$ cat src/rtl/bcd_pkg.sv
// Shared types and helpers for the sequential binary-to-BCD converter.
package bcd_pkg;

  typedef enum logic {
    IDLE  = 1'b0,
    SHIFT = 1'b1
  } state_t;

  // Decimal digit count of 2^width-1; 2^width is never a power of ten,
  // so floor(width*log10(2))+1 is exact.
  function automatic int min_bcd_digits(input int width);
    return (width * 30103) / 100000 + 1;
  endfunction

endpackage

$ cat src/rtl/bcd_digit_adjust.sv
// Double-dabble digit correction: add 3 to a BCD digit of 5 or more before it is shifted.
module bcd_digit_adjust (
  input  logic [3:0] i_digit,
  output logic [3:0] o_digit
);

  // Pre-shift correction so the doubled digit carries into the next decade.
  always_comb begin
    if (i_digit >= 4'd5) begin
      o_digit = i_digit + 4'd3;
    end else begin
      o_digit = i_digit;
    end
  end

endmodule

$ cat src/rtl/bin_to_bcd_seq.sv
// Sequential shift-and-add-3 binary-to-BCD converter, one input bit per clock,
// with a start/ready/done handshake and a glitch-free registered result.
module bin_to_bcd_seq
  import bcd_pkg::*;
#(
  parameter int WIDTH  = 16,
  parameter int DIGITS = 5
) (
  input  logic                  clk,
  input  logic                  reset_n,
  input  logic                  start,
  input  logic [WIDTH-1:0]      bin,
  output logic                  ready,
  output logic                  done,
  output logic [4*DIGITS-1:0]   bcd
);

  localparam int BW = 4 * DIGITS;
  localparam int SW = BW + WIDTH;
  localparam int CW = (WIDTH > 1) ? $clog2(WIDTH) : 1;

  if (WIDTH < 1) begin : g_bad_width
    $error("bin_to_bcd_seq: WIDTH must be at least 1");
  end
  if (DIGITS < min_bcd_digits(WIDTH)) begin : g_bad_digits
    $error("bin_to_bcd_seq: DIGITS too small to hold 2^WIDTH-1");
  end

  state_t            r_state;
  logic [SW-1:0]     r_sr;
  logic [CW-1:0]     r_cnt;
  logic [BW-1:0]     r_bcd;
  logic              r_done;

  logic [SW-1:0]     w_adj;
  logic [SW-1:0]     w_next;

  // BCD digits sit above the binary part; the binary bits pass through unadjusted.
  for (genvar k = 0; k < DIGITS; k++) begin : g_adj
    bcd_digit_adjust u_adj (
      .i_digit (r_sr[WIDTH + 4*k +: 4]),
      .o_digit (w_adj[WIDTH + 4*k +: 4])
    );
  end
  assign w_adj[WIDTH-1:0] = r_sr[WIDTH-1:0];
  assign w_next           = {w_adj[SW-2:0], 1'b0};

  // Handshake FSM with shift register, bit counter and registered result.
  always_ff @(posedge clk or negedge reset_n) begin
    if (!reset_n) begin
      r_state <= IDLE;
      r_sr    <= '0;
      r_cnt   <= '0;
      r_bcd   <= '0;
      r_done  <= 1'b0;
    end else begin
      r_done <= 1'b0;
      case (r_state)
        IDLE: begin
          if (start) begin
            r_sr    <= {{BW{1'b0}}, bin};
            r_cnt   <= CW'(WIDTH - 1);
            r_state <= SHIFT;
          end else begin
            r_state <= IDLE;
          end
        end
        SHIFT: begin
          r_sr <= w_next;
          if (r_cnt == '0) begin
            r_bcd   <= w_next[SW-1:WIDTH];
            r_done  <= 1'b1;
            r_state <= IDLE;
          end else begin
            r_cnt <= r_cnt - 1'b1;
          end
        end
        default: begin
          r_state <= IDLE;
        end
      endcase
    end
  end

  assign ready = (r_state == IDLE);
  assign done  = r_done;
  assign bcd   = r_bcd;

endmodule

$ cat config.mk
export PLATFORM = sky130hd
export DESIGN_NAME = bin_to_bcd_seq
export DESIGN_NICKNAME = d
export VERILOG_FILES = /design/src/rtl/bcd_pkg.sv /design/src/rtl/bcd_digit_adjust.sv /design/src/rtl/bin_to_bcd_seq.sv
export SDC_FILE = /design/constraint.sdc
export NUM_CORES = 1
export LEC_CHECK = 0
export CAP_MARGIN = 10
export CORE_UTILIZATION = 40
export CTS_CLUSTER_DIAMETER = 60
export DETAILED_ROUTE_END_ITERATION = 12
export GPL_TIMING_DRIVEN = 0
export SLEW_MARGIN = 20
export SYNTH_ARGS = -nofsm -noshare
export SYNTH_HDL_FRONTEND = slang
export SYNTH_HIERARCHICAL = 1
export SYNTH_SLANG_ARGS = --single-unit
export TNS_END_PERCENT = 100
$ cat constraint.sdc
create_clock -name clk -period 1.57 [get_ports clk]
set_input_delay 0.3925 -clock clk [delete_from_list [all_inputs] [get_ports clk]]
set_output_delay 0.3925 -clock clk [all_outputs]
set_load 0.01 [all_outputs]
== After elaboration in Yosys (flattened, before gate mapping) ==
Index checks and enable logic that the tools add are counted.
Cells by class
  $add $sub $neg: 6
  multipliers: 0
  divide/modulo/power cells: 0
  $lt $le $gt $ge: 5
  equality and inequality tests: 2
  shift operators: 0
  muxes and demuxes: 15
  bitwise gates (word level): 1
  reductions and logical operators: 3
Operators by type and width (number)
  $pmux 36 s2: 1
  $mux 36: 1
  $mux 4: 6
  $ge 4x3->1 const B: 5
  $add 4x2->4 const B: 4
  $pmux 4 s2: 1
  $logic_not 4->1: 1
  $mux 1: 4
  $ne 2x2->1 const B: 2
  $reduce_and 2->1: 2
  $sub 4x1->4 const B: 1
  $add 3x2->3 const B: 1
  $mux 3: 1
  $pmux 1 s2: 1
  $not 1->1: 1
Storage, ports and cells
  bits in registers: 62
  latch bits: 0
  bits in writable memories: 0
  bits in read-only memories: 0
  bits of input ports: 19
  logic and storage cells: 37
  memories: 0

== Longest topological paths before layout ==
Gate-level depths: netlist of run 1.
  depth after elaboration: 3
  gate-level depth with buffers: 7

== Hierarchy ==
The synthesis of run 1 kept the hierarchy.
By module, submodules not included
  bin_to_bcd_seq: instances 1, cells an instance 183, area each 2467.4 sq um
  bcd_digit_adjust: instances 5, cells an instance 16, area each 101.3 sq um

== Least setup slack after synthesis of run 1 ==
OpenSTA, ideal clock, no wires.
  path type: flip-flop to flip-flop
  start point: reg r_cnt[0]
  end point: reg r_bcd[10] (netlist: bcd[10])
  library setup time: 0.125 ns
  data arrival time: 1.480 ns
  required time: 1.445 ns
  path slack: -0.034 ns
  cell stages (with the launch flop): 7
  buffers on the path: 2
  period minus slack after synthesis: 1.604 ns
  cells stage by stage: dfrtp_1 inv_1 ha_1 nor4bb_1 buf_4 buf_6 mux2_2
On the way
  word-level cells in the longest chain between the ends: 2
RTL lines
  from (decl): RTL line bin_to_bcd_seq.sv:31  | logic [CW-1:0] r_cnt;
  from (signal assigned): RTL line bin_to_bcd_seq.sv:62  | r_cnt <= CW'(WIDTH - 1);
  from (signal assigned): RTL line bin_to_bcd_seq.sv:75  | r_cnt <= r_cnt - 1'b1;
  $logic_not 4->1: RTL line bin_to_bcd_seq.sv:70  | if (r_cnt == '0) begin
  $reduce_and 2->1 (no line)
  to (signal assigned): RTL line bin_to_bcd_seq.sv:71  | r_bcd <= w_next[SW-1:WIDTH];
  to (decl): RTL line bin_to_bcd_seq.sv:32  | logic [BW-1:0] r_bcd;
No other way between the ends.
A chain may end at the register's enable or synchronous reset.

== Worst setup path in the final report of run 1 ==
Same ends and word-level chain as after synthesis.

==> results of run 1 <==
==> state kept, by name, summed over array words and instances (netlist names) <==
register / flops
done: 1
r_state: 1
r_sr: 36
bcd: 20
r_cnt: 4
==> area by class of cell <==
cell class	instances	area, sq um	area share
multi-input cells	170	1430	0.360
clock inverters	4	70.1	0.0176
repair buffers	50	493	0.124
well taps	96	120	0.0302
plain buffers	13	104	0.0261
inverters	14	52.6	0.0132
clock buffers	11	151	0.0380
flip-flops and latches	62	1560	0.391
==> repair_timing <==
action                                  4_1_cts  5_1_grt
hold buffers                                  1        0
buffers inserted                              2        5
hold endpoints to repair                     25        0
resized for setup                            33       46
endpoints found under the setup margin       41       28
pin swaps                                     0        7
cloned                                        0        2
==> tightest hold or removal path, delay by kind of cell (launching register included) <==
kind / cells / cell delay (ns)
flip-flops: 1 / 0.34
AND/OR/NAND/NOR: 1 / 0.05
AO/OA/AOI/OAI: 1 / 0.06
==> metrics by stage <==
stage,power [mW],worst slack [ns],TNS (ns)
2_1_floorplan,5.28,0.0275,0
3_3_place_gp,6.33,-2.00,-125.87
3_5_place_dp,6.42,-0.142,-2.37
4_1_cts,7.92,-0.0250,-0.257
5_1_grt,9.23,-0.0756,-1.03
6_report,8.54,0.00749,0
==> placed cells by master, fill, tap and decap left out, types with 3 or more instances in the layout <==
cell	instances
dfrtp_1	57
nand2_1	34
dlygate4sd2_1	21
mux2i_1	20
a22o_1	20
mux2_4	20
o21ai_0	19
clkdlybuf4s50_1	16
clkbuf_8	11
nor2_1	9
buf_4	8
inv_1	8
ha_1	7
inv_2	6
nand2b_1	6
xnor2_1	5
dfrtp_2	5
buf_2	4
clkbuf_1	4
nand2b_4	4
a21oi_2	4
o21ai_1	4
ha_2	4
buf_6	3
buf_12	3
==> power groups by stage <==
stage               Sequential [mW]  Combinational, mW  Clock [mW]
global route                   3.01               4.53        1.69
detailed placement             2.89               3.53           0
global placement               2.88               3.45           0
CTS                            2.86               3.44        1.62
finish                         2.91               4.05        1.58
floorplan                      2.89               2.39           0
==> routing by layer <==
layer	share of wire	global-route usage
met5	0	0
met4	0.015	0.0790
met3	0.035	0.0349
met2	0.46	0.252
met1	0.49	0.229
==> worst max-delay path by stage <==
stage / startpoint / to / slack (ns) / cells after the start
3_3_place_gp: reset_n / r_sr[7] / -2.00 / 1
6_report: r_cnt[0] / bcd[10] / 0.007 / 6
5_1_grt: r_cnt[1] / bcd[10] / -0.08 / 6
4_1_cts: r_cnt[1] / bcd[16] / -0.03 / 6
3_5_place_dp: r_cnt[0] / bcd[2] / -0.14 / 6
2_1_floorplan: r_cnt[0] / bcd[10] / 0.03 / 6
==> qor.csv, run 1 <==
metric,value,unit
holdWs,0.481,ns
hold_viol_final,0,
first_pass_iters,4,
syn_to_final_growth,34.8,%
setup_viol,0,
post-route-util,0.573,
seq_power_share,0.340,
syn_nets,290,
cts_sinks,62,
die_h,87.9,um
placementRows,30,
fill_cells,613,
timing.slew.headroom,0.668,
cp-end-kind,flop,
ff2ff_setup_slack,0.007,ns
crit_path_start_kind,flop,
antenna_found_initial,0,
clockRootBuffer,clkbuf_8,
vias,2136,
die_area,0.00773,sq mm
wl_per_cell,14.0,um
start_util,0.425,
final_cell_area,0.00398,sq mm
post-dp-hpwl,3780,um
slowest_delay,0.39,ns
p_per_area,2140,mW/mm^2
clock_path_buffers,2,
grt_max_degree,38,
path_clk_slew,0.07,ns
ant_nets,0,
cp_num_buf_inv,3,
fin_cells,420,
clock_latency,0.33,ns
grt_setup_unrepaired,yes,
drc,0,
ios,41,
fin_worst_skew,0.00495,ns
clockPowerShare,0.185,
switching_share,0.348,
hold_class,flop to flop,
p_leak,1.91,nW
power_frac_comb,0.475,
place_area,0.00348,sq mm
synthCells,259,
first_iter_violations,96,
path_cells,inv_2 > ha_4 > nor4bb_4 > buf_6 > clkbuf_16 > mux2_4,
status,"finished, final reports clean",
die_w,87.9,um
cts-buffers-inserted,9,
core-area,0.00694,sq mm
drv_cap,0,
hp-start,r_sr[6],
dp_cells,395,
gp_congestion,0.804,
viasPerCell,5.09,
timing.rr.start,r_cnt[0],
p_int,5.57,mW
grt_usage,0.167,
peakVddDrop,0.666,mV
layout.nets,351,
worst_pin_slew,0.498,ns
cts_max_level,3,
crit_fanout,5,
critPathKind,flop to flop,
grt_pass1_wl,9760,um
synth_warnings,6,
synth_area,0.00295,sq mm
overflow,0,
min_path_cells,2,
fmax,640,MHz
finalCritPeriodShare,0.995,
r2r_end,bcd[10],
cp.arrival,1.78,ns
grt_pass1_vias,2052,
path_delay_family,buffers and inverters,
portBuffers,39,
p_sw,2.97,mW
cp.required,1.79,ns
crit_slowest_cell,dfrtp_1,
hold_end,r_sr[7],
slew_violations,0,
drt-total-wl,5870,um
reg2regPathDepth,6,
drive_above_1_share,0.256,
cts_tree,yes,
synth.avg_cell_area,11.4,sq um
fin_crit,1.56,ns
n_antenna_cell,0,
Power figures use the tool's default switching activity.
==> run 2, diff against run 1 <==
--- a/config.mk
+++ b/config.mk
@@ -5,7 +5,7 @@
 export SDC_FILE = /design/constraint.sdc
 export NUM_CORES = 1
 export LEC_CHECK = 0
-export CAP_MARGIN = 10
+export CAP_MARGIN = 20
 export CORE_UTILIZATION = 40
 export CTS_CLUSTER_DIAMETER = 60
 export DETAILED_ROUTE_END_ITERATION = 12
==> results of run 2 <==
The final DEF is identical to that of run 1; final timing and power are the same.
